$ cat config.mk
export PLATFORM = sky130hd
export DESIGN_NAME = pc_sequencer
export DESIGN_NICKNAME = d
export VERILOG_FILES = /design/src/rtl/pc_sequencer.sv
export SDC_FILE = /design/constraint.sdc
export NUM_CORES = 1
export LEC_CHECK = 0
export BUFFER_PORTS_ARGS = -buffer_cell sky130_fd_sc_hd__buf_2
export CAP_MARGIN = 10
export CORE_MARGIN = 2
export CORE_UTILIZATION = 54
export CTS_BUF_LIST = sky130_fd_sc_hd__clkbuf_8
export CTS_CLUSTER_SIZE = 25
export DETAILED_ROUTE_END_ITERATION = 16
export GPL_TIMING_DRIVEN = 1
export HOLD_SLACK_MARGIN = 0.02
export PLACE_DENSITY = 0.8
export SYNTH_ARGS = -nofsm -noshare
export SYNTH_HDL_FRONTEND = slang
export SYNTH_SLANG_ARGS = --single-unit
$ cat constraint.sdc
create_clock -name Clock -period 3.2 [get_ports Clock]
set_clock_uncertainty 0.05 [all_clocks]
set_input_delay 0.48 -clock Clock [delete_from_list [all_inputs] [get_ports Clock]]
set_output_delay 0.48 -clock Clock [all_outputs]
set_load 0.005 [all_outputs]
$ cat src/rtl/pc_sequencer.sv
// Control-flow sequencer for the ProgramCounter: jumps, branches, call/return
// through a return-address stack, stall and halt (both done by reloading Pc).
module pc_sequencer #(
    parameter int unsigned DEPTH = 8,
    localparam int unsigned SW = $clog2(DEPTH + 1)
) (
    input  logic          Clock,
    input  logic          Reset,
    input  logic [15:0]   Pc,
    input  logic          CmdValid,
    input  logic [2:0]    CmdOp,
    input  logic [15:0]   CmdTarget,
    input  logic [8:0]    CmdOffset,
    input  logic          CondFlag,
    input  logic          Stall,
    input  logic          Resume,
    output logic          CmdReady,
    output logic          LoadEnable,
    output logic [15:0]   LoadValue,
    output logic          OffsetEnable,
    output logic [8:0]    Offset,
    output logic [SW-1:0] StackCount,
    output logic          Halted,
    output logic          Fault
);

    localparam int unsigned AW = (DEPTH > 1) ? $clog2(DEPTH) : 1;

    localparam logic [2:0] OP_JMP  = 3'd1;
    localparam logic [2:0] OP_BR   = 3'd2;
    localparam logic [2:0] OP_CALL = 3'd3;
    localparam logic [2:0] OP_RET  = 3'd4;
    localparam logic [2:0] OP_HALT = 3'd5;

    typedef enum logic [1:0] {RUN, FLUSH, HALTED, FAULT} state_t;

    state_t        state;
    state_t        state_nxt;
    logic [15:0]   stack [DEPTH];
    logic [SW-1:0] count;
    logic          push;
    logic          pop;
    logic          full;
    logic          empty;
    logic [15:0]   top;

    assign full       = (count == SW'(DEPTH));
    assign empty      = (count == '0);
    assign top        = stack[AW'(count - SW'(1))];
    assign StackCount = count;
    assign Halted     = (state == HALTED);
    assign Fault      = (state == FAULT);

    // State and stack pointer
    always_ff @(posedge Clock or posedge Reset) begin
        if (Reset) begin
            state <= RUN;
            count <= '0;
        end else begin
            state <= state_nxt;
            if (push)
                count <= count + SW'(1);
            else if (pop)
                count <= count - SW'(1);
        end
    end

    // Stack storage needs no reset: entries above count are never read
    always_ff @(posedge Clock) begin
        if (!Reset && push)
            stack[AW'(count)] <= Pc + 16'd1;
    end

    // Zero-latency PC controls and next-state decision
    always_comb begin
        CmdReady     = 1'b0;
        LoadEnable   = 1'b0;
        LoadValue    = '0;
        OffsetEnable = 1'b0;
        Offset       = '0;
        push         = 1'b0;
        pop          = 1'b0;
        state_nxt    = state;
        if (!Reset) begin
            case (state)
                RUN: begin
                    CmdReady = ~Stall;
                    if (Stall) begin
                        LoadEnable = 1'b1;
                        LoadValue  = Pc;
                    end else if (CmdValid) begin
                        case (CmdOp)
                            OP_JMP: begin
                                LoadEnable = 1'b1;
                                LoadValue  = CmdTarget;
                                state_nxt  = FLUSH;
                            end
                            OP_BR: begin
                                if (CondFlag) begin
                                    OffsetEnable = 1'b1;
                                    Offset       = CmdOffset;
                                    state_nxt    = FLUSH;
                                end
                            end
                            OP_CALL: begin
                                LoadEnable = 1'b1;
                                if (full) begin
                                    LoadValue = Pc;
                                    state_nxt = FAULT;
                                end else begin
                                    push      = 1'b1;
                                    LoadValue = CmdTarget;
                                    state_nxt = FLUSH;
                                end
                            end
                            OP_RET: begin
                                LoadEnable = 1'b1;
                                if (empty) begin
                                    LoadValue = Pc;
                                    state_nxt = FAULT;
                                end else begin
                                    pop       = 1'b1;
                                    LoadValue = top;
                                    state_nxt = FLUSH;
                                end
                            end
                            OP_HALT: begin
                                LoadEnable = 1'b1;
                                LoadValue  = Pc;
                                state_nxt  = HALTED;
                            end
                            default: ;
                        endcase
                    end
                end
                FLUSH: begin
                    if (Stall) begin
                        LoadEnable = 1'b1;
                        LoadValue  = Pc;
                    end else begin
                        state_nxt = RUN;
                    end
                end
                HALTED: begin
                    LoadEnable = 1'b1;
                    LoadValue  = Pc;
                    if (Resume)
                        state_nxt = RUN;
                end
                default: begin
                    LoadEnable = 1'b1;
                    LoadValue  = Pc;
                end
            endcase
        end
    end

endmodule

==> impl_metrics.env, run 1 <==
export IMPL_dr_pass1_iters=4
export IMPL_power_total_mw=5.13
export IMPL_routed_wl_met2_um=7180
export IMPL_leakagePower_nw=2.65
export IMPL_post_route_util_pct=67.5
export IMPL_hpwl_um=8960
export IMPL_remaining_drc_errors=0
export IMPL_grt_pass1_wl_um=20800
export IMPL_routed_wl_met3_um=1020
export IMPL_cts_tree="yes"
export IMPL_slew_headroom_pct=53.2
export IMPL_slew_viol_final=0
export IMPL_final_cell_mix="edfxtp_1 (128), buf_2 (84), mux4_2 (32)"
export IMPL_wl_per_cell_um=21.4
export IMPL_ys_seq_elements=134
export IMPL_cts_max_path_buffers=2
export IMPL_grt_overflow=0
export IMPL_cp_slowest_cell="mux4_2"
export IMPL_peakVddDrop_mv=0.469
export IMPL_fin_crit_sh_pct=96.8
export IMPL_synth_area_per_cell_sq_um=16.3
export IMPL_ys_seq_area_share_pct=65.7
export IMPL_fin_nets=554
export IMPL_num_antenna_cells=0
export IMPL_die_h_um=110
export IMPL_vias=3805
export IMPL_drive_gt1_share_pct=40.8
export IMPL_place_congestion=0.859
export IMPL_status="complete, no violations"
export IMPL_ant_nets=0
export IMPL_area_growth_synth_to_final_pct=21.3
export IMPL_die_x_um=110
export IMPL_final_common_cell="edfxtp_1"
export IMPL_path_clk_slew_ps=70
export IMPL_antenna_found_initial=0
export IMPL_power_density_nw_per_um2=695
export IMPL_whs_ps=444
export IMPL_drt_initial_drc_count=329
export IMPL_worst_pin_slew_ps=697
export IMPL_synth_cells=373
export IMPL_setup_viol=0
export IMPL_io_pins=84
export IMPL_synth_edf_count=128
export IMPL_met1_length_um=5370
export IMPL_insertion_delay_ps=430
export IMPL_end_kind="output pin"
export IMPL_viasPerCell=5.88
export IMPL_hold_viol=0
export IMPL_grt_pass1_vias=3774
export IMPL_numClockSinks=134
export IMPL_highest_layer="met4"
export IMPL_cp_required_ps=2670
export IMPL_yosys_warnings=0
export IMPL_layout_setup_ws_ps=103
export IMPL_cts_made_buffers=17
export IMPL_wl_um=13800
export IMPL_port_buffers=83
export IMPL_crit_arrival_ps=2570
export IMPL_critical_path_class="reg2out"
export IMPL_core_area_sq_um=10900
export IMPL_synth_nets=430
export IMPL_critPathLaunchType="register"
export IMPL_core_rowCount=38
export IMPL_fmax_ghz=0.323
export IMPL_critPathMaxStageDelay_ps=540
export IMPL_initial_core_util_pct=55.6
export IMPL_grt_max_degree=17
export IMPL_critPathMaxFanout=8
export IMPL_maxCapViolCount=0
export IMPL_hold_class="in2reg"
export IMPL_track_usage_pct=24.3
export IMPL_synth_cell_type_count=47
export IMPL_path_cells="inv_2 > ha_4 > xor2_4 > buf_4 > buf_12 > mux4_2 > a22oi_2 > o211ai_1 > buf_2"
export IMPL_postSynth_asyncResetShare_pct=4.48
export IMPL_dominantRegCellSynth="edfxtp_1"
export IMPL_htreeDepth=4
export IMPL_root_buffer="clkbuf_8"
export IMPL_die_area_sq_um=12100
export IMPL_preCtsSetupSlack_ps=272
export IMPL_synth_area_sq_um=6080
export IMPL_fin_crit_ps=3100
[cell type report]
class	instances	area (sq um)
timing repair buffer	121	806
multi-input combinational	199	2030
sequential	134	3990
fill	734	3560
clock buffer	17	234
inverter	24	90.1
clock inverter	12	50.0
tap	140	175
[timing repair]
| item | in CTS | in global routing |
|---|---|---|
| setup buffers | 3 | 4 |
| setup endpoints to repair | 16 | 16 |
| hold buffers | 1 | 0 |
| gates resized for setup | 10 | 14 |
| pin swaps | 1 | 6 |
| gates cloned | 3 | 1 |
| hold endpoints to repair | 6 | 0 |
[flip-flops by register name, indices dropped and copies added (netlist names)]
register and flops:
StackCount 4, stack 128, state 2
[worst max-delay path: cells and delay by family (launching register included)]
family	cells	cell delay [ps]
multiplexers	1	540
adder cells (fa/ha/maj)	1	160
buffers and inverters	4	520
XOR/XNOR	1	190
flip-flops	1	390
AO/OA/AOI/OAI	2	340
[worst paths after layout]
kind / startpoint / endpoint / slack (ps) / cells past startpoint
worst max-delay path: StackCount[0]$_DFFE_PP0P_ / LoadValue[4] / 100 / 9
worst min-delay path: Stall / StackCount[1]$_DFFE_PP0P_ / 440 / 4
worst max register to register: state[0]$_DFFE_PP0P_ / stack[2][9]$_DFFE_PP_ / 560 / 6
worst min register to register: StackCount[3]$_DFFE_PP0P_ / StackCount[3]$_DFFE_PP0P_ / 570 / 1
max in group asynchronous: Reset / StackCount[2]$_DFFE_PP0P_ / 2330 / 3
min in group asynchronous: Reset / state[0]$_DFFE_PP0P_ / 530 / 3
[synthesized netlist by cell type (all sizes together) (7+ instances only)]
| cell | instances | share of area (%) |
|---|---|---|
| inv | 24 | 1.5 |
| xnor2 | 14 | 2.0 |
| a21oi | 8 | 0.72 |
| ha | 7 | 1.4 |
| nor2 | 10 | 0.62 |
| and2 | 9 | 0.93 |
| buf | 10 | 1.2 |
| edfxtp | 128 | 63 |
| mux4 | 32 | 12 |
| nand3 | 9 | 0.74 |
| nor3 | 11 | 1.1 |
| a22oi | 16 | 2.0 |
| o211ai | 15 | 1.9 |
| nand2 | 25 | 1.5 |
[power by group]
part / switching, mW / internal (mW)
Sequential: 0.0321 / 1.95
Combinational: 0.935 / 1.14
Clock: 0.575 / 0.492
Total: 1.54 / 3.59
[cell families (layout without fill, tap and decap cells)]
| kind of cell | after synthesis | count (layout) | synth area share, % |
|---|---|---|---|
| buffers and inverters | 40 | 174 | 3.11 |
| flip-flops | 134 | 134 | 65.7 |
| AO/OA/AOI/OAI | 52 | 52 | 6.27 |
| AND/OR/NAND/NOR | 87 | 87 | 8.41 |
| adder cells (fa/ha/maj) | 7 | 7 | 1.44 |
| multiplexers | 35 | 35 | 12.4 |
| XOR/XNOR | 18 | 18 | 2.72 |
[routing by layer]
layer  GRT usage [%]  vias to the layer above
met5               0                        -
met4            9.38                        0
met3            4.88                       19
met2            40.8                      177
met1            31.5                     1886
li1                -                     1723
[through the flow]
stage	area, sq um	TNS [ps]	instances
detailed placement	6830	0	606
global route	7380	-9.85	647
CTS	7280	-47.0	642
floorplan	6090	0	373
finish	7380	0	647
global placement	6830	0	606
Note: power is estimated with default switching activity, not from simulation.
==> run 2, diff against run 1 <==
- BUFFER_PORTS_ARGS: -buffer_cell sky130_fd_sc_hd__buf_2 -> -buffer_cell sky130_fd_sc_hd__clkbuf_2
==> run 2 against run 1 <==
- cell area up 1.6%
- register-to-register slack worse by 20 ps
- final cell count fell by 0.15%
- count of clock-buffer cells in the layout did not move
- sequential share of layout area down 0.88 points
- die area unchanged
- flip-flop and latch count stayed put
- highest routed layer unchanged
==> impl_metrics.env, run 2 (synthesis gave the netlist of run 1 again) <==
export IMPL_status="complete, no violations"
export IMPL_layout_setup_ws_ps=64.7
export IMPL_dr_pass1_iters=5
export IMPL_hold_viol=0
export IMPL_critical_path_class="reg2out"
export IMPL_cts_max_path_buffers=2
export IMPL_path_clk_slew_ps=70
export IMPL_hpwl_um=8590
export IMPL_pwr_share_seq_pct=36.7
export IMPL_path_cells="inv_2 > ha_4 > xor2_4 > buf_12 > buf_16 > mux4_2 > a22oi_1 > o211ai_1 > clkbuf_2"
export IMPL_critPathMaxFanout=8
export IMPL_grt_pass1_vias=3750
export IMPL_leakagePower_nw=2.67
export IMPL_preCtsSetupSlack_ps=296
export IMPL_hold_path_endpoint="state[1]$_DFFE_PP0P_"
export IMPL_cts_made_buffers=17
export IMPL_die_area_sq_um=12100
export IMPL_crit_arrival_ps=2610
export IMPL_drt_initial_drc_count=380
export IMPL_swShare_pct=29.3
export IMPL_cp_required_ps=2670
export IMPL_final_common_cell="edfxtp_1"
export IMPL_p_clk_share_pct=24.8
export IMPL_root_buffer="clkbuf_8"
export IMPL_io_pins=84
export IMPL_track_usage_pct=24.4
export IMPL_timing_rr_start="state[0]$_DFFE_PP0P_"
export IMPL_final_cell_mix="edfxtp_1 (128), clkbuf_2 (81), mux4_2 (32)"
export IMPL_rrSetupSlack_ps=540
export IMPL_viasPerCell=6.02
export IMPL_port_buffers=83
export IMPL_core_rowCount=38
export IMPL_post_route_util_pct=68.6
export IMPL_numClockSinks=134
export IMPL_drive_gt1_share_pct=41.9
export IMPL_fmax_ghz=0.319
export IMPL_crit_reg2reg_capture="stack[2][2]$_DFFE_PP_"
export IMPL_regMostFlops="stack"
export IMPL_fillCellCount=727
export IMPL_r2r_cells=6
export IMPL_vias=3887
export IMPL_ant_nets=0
export IMPL_grt_overflow=0
export IMPL_worst_pin_slew_ps=674
export IMPL_area_growth_synth_to_final_pct=23.3
export IMPL_fin_crit_ps=3140
export IMPL_combPwrFrac_pct=38.6
export IMPL_remaining_drc_errors=0
export IMPL_fin_nets=550
export IMPL_hold_class="in2reg"
export IMPL_slew_headroom_pct=54.7
export IMPL_switchingPower_mw=1.59
export IMPL_core_area_sq_um=10900
export IMPL_rsz0062_at_grt="true"
export IMPL_critPathLaunchType="register"
export IMPL_largest_reg_flops=128
export IMPL_cts_tree="yes"
export IMPL_place_congestion=0.871
export IMPL_cp_slowest_cell="mux4_2"
export IMPL_finalInstanceArea_sq_um=7500
export IMPL_peakVddDrop_mv=0.521
export IMPL_die_h_um=110
export IMPL_end_kind="output pin"
export IMPL_hold_depth=5
export IMPL_num_antenna_cells=0
export IMPL_whs_ps=444
export IMPL_insertion_delay_ps=430
export IMPL_wl_per_cell_um=21.5
export IMPL_critPathMaxStageDelay_ps=490
export IMPL_slew_viol_final=0
export IMPL_die_x_um=110
export IMPL_post_dp_cell_area_sq_um=6840
export IMPL_setup_viol=0
export IMPL_internal_power_mw=3.83
export IMPL_htreeDepth=4
export IMPL_wl_um=13900
export IMPL_hold_start="Resume"
export IMPL_grt_max_degree=36
export IMPL_initial_core_util_pct=55.6
export IMPL_power_density_nw_per_um2=722
export IMPL_grt_pass1_wl_um=20800
export IMPL_maxCapViolCount=0
export IMPL_fin_crit_sh_pct=98.0
export IMPL_antenna_found_initial=0
export IMPL_power_total_mw=5.42
run 2: routing by layer:
metal	wire length (um)	up-vias	track usage, %
met4	205	0	7.68
met1	5440	1951	32.1
met5	0	-	0
li1	-	1720	-
met3	1110	19	6.76
met2	7120	197	40.1
run 2: power groups by stage:
stage               Combinational [mW]  Sequential (mW)  Clock (mW)
floorplan                         1.24             2.02           0
global placement                  1.59             2.02           0
detailed placement                1.61             2.02           0
CTS                               2.13             1.99        1.36
global route                      2.24             1.99        1.42
finish                            2.09             1.99        1.34
run 2: cell type report:
class	instances	area (sq um)	area share (%)
Sequential cell	134	3990	53.2
Timing Repair Buffer	117	792	10.6
Clock buffer	17	234	3.12
Tap cell	140	175	2.34
Clock inverter	15	145	1.93
Multi-Input combinational cell	199	2070	27.6
Inverter	24	90.1	1.20
run 2: worst max-delay path by stage:
stage                                         start  depth (start not counted)                    end
after floorplan           StackCount[0]$_DFFE_PP0P_                          6  stack[1][0]$_DFFE_PP_
after global placement    StackCount[0]$_DFFE_PP0P_                          8           LoadValue[5]
after detailed placement  StackCount[1]$_DFFE_PP0P_                          8           LoadValue[5]
after CTS                 StackCount[1]$_DFFE_PP0P_                          9          LoadValue[11]
after global routing      StackCount[0]$_DFFE_PP0P_                          8           LoadValue[5]
final                     StackCount[0]$_DFFE_PP0P_                          9          LoadValue[15]
run 2: worst max-delay path, delay by kind of cell, from the launching register on:
| kind | cells | cell delay [ps] |
|---|---|---|
| buf+inv | 4 | 540 |
| mux | 1 | 490 |
| flops | 1 | 400 |
| compound gates | 2 | 300 |
| xor+xnor | 1 | 270 |
| fa+ha+maj | 1 | 170 |
run 2: timing repair:
item	4_1_cts	5_1_grt
cloned	3	0
hold buffers	1	0
gates resized for setup	15	18
pin swaps	1	6
setup endpoints to repair	16	16
setup buffers	6	2
hold endpoints to repair	6	0
run 2: through the flow:
step,cells,setup TNS (ps)
after global routing,646,-189
after detailed placement,604,0
after CTS,646,0
after floorplan,373,0
final,646,0
after global placement,604,0
==> run 3, diff against run 2 <==
- CORE_UTILIZATION: 54 -> 59
- PLACE_DENSITY: 0.8 -> 0.83
- clock period: 3.2 -> 3.09 ns (I/O delays scaled with it)
==> run 3 against run 2 <==
- global-route usage rose by 2.0 points
- setup slack got worse by 33 ps
- count of clock-buffer cells in the layout did not move
- clock power rose by 7%
- first-iteration DRC count fell by 4.2%
- sequential power rose by 4%
- combinational power rose by 7%
- utilization rose by 5.9 points
- sequential share of layout area fell by 0.59 points
- worst hold slack got worse by 39 ps
- register-to-register slack got worse by 190 ps
- critical endpoint is now LoadValue[10]
- largest cell class unchanged
- largest power group unchanged
==> impl_metrics.env, run 3 (synthesis gave the netlist of run 1 again) <==
export IMPL_grt_pass1_vias=3827
export IMPL_fin_nets=559
export IMPL_hold_viol=0
export IMPL_place_inst=601
export IMPL_die_h_um=106
export IMPL_whs_ps=405
export IMPL_final_common_cell="edfxtp_1"
export IMPL_io_pins=84
export IMPL_hold_class="in2reg"
export IMPL_area_growth_synth_to_final_pct=24.7
export IMPL_insertion_delay_ps=430
export IMPL_end_kind="output pin"
export IMPL_viasPerCell=6.16
export IMPL_die_x_um=106
export IMPL_slew_viol_final=0
export IMPL_worst_pin_slew_ps=684
export IMPL_multi_input_comb_area_sq_um=2080
export IMPL_largest_reg_flops=128
export IMPL_track_usage_pct=26.4
export IMPL_antenna_found_initial=0
export IMPL_regMostFlops="stack"
export IMPL_final_seq_area_sq_um=3990
export IMPL_wl_um=14900
export IMPL_hpwl_um=8830
export IMPL_drive_gt1_share_pct=44.1
export IMPL_root_buffer="clkbuf_8"
export IMPL_critPathLaunchType="register"
export IMPL_place_congestion=0.851
export IMPL_htreeDepth=4
export IMPL_num_antenna_cells=0
export IMPL_cts_made_buffers=17
export IMPL_rsz0062_at_grt="true"
export IMPL_instances_no_fill=651
export IMPL_peakVddDrop_mv=0.498
export IMPL_critPathMaxFanout=8
export IMPL_wl_per_cell_um=22.9
export IMPL_core_rowCount=37
export IMPL_grt_overflow=0
export IMPL_cp_required_ps=2580
export IMPL_numClockSinks=134
export IMPL_fin_crit_ps=3060
export IMPL_power_density_nw_per_um2=754
export IMPL_maxCapViolCount=0
export IMPL_dr_pass1_iters=7
export IMPL_cts_tree="yes"
export IMPL_path_clk_slew_ps=90
export IMPL_fin_crit_sh_pct=99.0
export IMPL_fmax_ghz=0.327
export IMPL_die_area_sq_um=11100
export IMPL_vias=4010
export IMPL_fillCellCount=596
export IMPL_remaining_drc_errors=0
export IMPL_final_cell_mix="edfxtp_1 (128), clkbuf_2 (82), mux4_2 (32), buf_4 (32), nand2_1 (25)"
export IMPL_grt_pass1_wl_um=21200
export IMPL_slew_headroom_pct=53.8
export IMPL_port_buffers=83
export IMPL_status="complete, no violations"
export IMPL_leakagePower_nw=2.71
export IMPL_critical_path_class="reg2out"
export IMPL_core_area_sq_um=10200
export IMPL_grt_max_degree=17
export IMPL_cts_max_path_buffers=2
export IMPL_ant_nets=0
export IMPL_drt_initial_drc_count=364
export IMPL_initial_core_util_pct=59.7
export IMPL_setup_viol=0
export IMPL_crit_arrival_ps=2540
[run 3: changes by cell type in the layout (fill, tap and decap cells not counted), sizes merged]
cell | before | now
buf | 35 | 42
bufinv | 3 | 1
clkbuf | 98 | 100
clkinv | 9 | 3
clkinvlp | 1 | 2
inv | 26 | 33
[run 3: area by class of cell]
cell class | instances | area share [%]
Clock buffer | 17 | 3.08
Clock inverter | 15 | 2.11
Inverter | 24 | 1.19
Multi-Input combinational cell | 199 | 27.4
Sequential cell | 134 | 52.7
Tap cell | 136 | 2.24
Timing Repair Buffer | 126 | 11.3
[run 3: critical path: stages (launching register included)]
cell,delay (ps)
dfrtp_1,410
inv_2,90
ha_4,170
xor2_4,170
buf_12,160
buf_12,150
mux4_2,520
a22oi_2,180
o211ai_1,130
clkbuf_2,130
[run 3: metal layers]
| metal | track usage (%) | vias up | wire, um |
|---|---|---|---|
| li1 | - | 1740 | - |
| met1 | 33.5 | 1965 | 5530 |
| met2 | 43.5 | 272 | 7710 |
| met3 | 7.42 | 33 | 1380 |
| met4 | 10.5 | 0 | 298 |
| met5 | 0 | - | 0 |
[run 3: worst paths after layout]
kind                                                 from                        end  slack, ps  depth (start not counted)
worst min register to register       state[0]$_DFFE_PP0P_       state[0]$_DFFE_PP0P_        550                          1
max in group asynchronous                           Reset  StackCount[0]$_DFFE_PP0P_       2200                          3
worst min-delay path                                Pc[0]      stack[6][0]$_DFFE_PP_        410                          2
worst max register to register       state[1]$_DFFE_PP0P_      stack[2][7]$_DFFE_PP_        350                          6
min in group asynchronous                           Reset       state[0]$_DFFE_PP0P_        540                          3
worst max-delay path            StackCount[0]$_DFFE_PP0P_              LoadValue[10]         30                          9
[run 3: power breakdown]
part	switching, mW	internal, mW	leakage, nW	total, mW
Sequential	0.0361	2.02	1.23	2.06
Combinational	1.02	1.21	1.29	2.23
Clock	0.762	0.671	0.195	1.43
[run 3: metrics by stage]
| step | util (%) | power [mW] | setup TNS (ps) | cell area (sq um) | setup WS, ps |
|---|---|---|---|---|---|
| final | 74.5 | 5.72 | 0 | 7580 | 32.2 |
| after global routing | 74.5 | 5.93 | -420 | 7580 | -61.8 |
| after CTS | 72.8 | 5.53 | -4.91 | 7420 | -4.91 |
| after detailed placement | 66.9 | 3.77 | 0 | 6820 | 99.0 |
| after global placement | 66.9 | 3.76 | 0 | 6820 | 196 |
| after floorplan | - | 3.37 | 0 | 6090 | 44.5 |
[run 3: timing repair]
item	CTS	global route
setup buffers	6	7
endpoints found under the setup margin	16	16
gates cloned	3	1
hold endpoints to repair	6	0
pin swaps	9	16
hold buffers	1	0
gates resized for setup	15	17
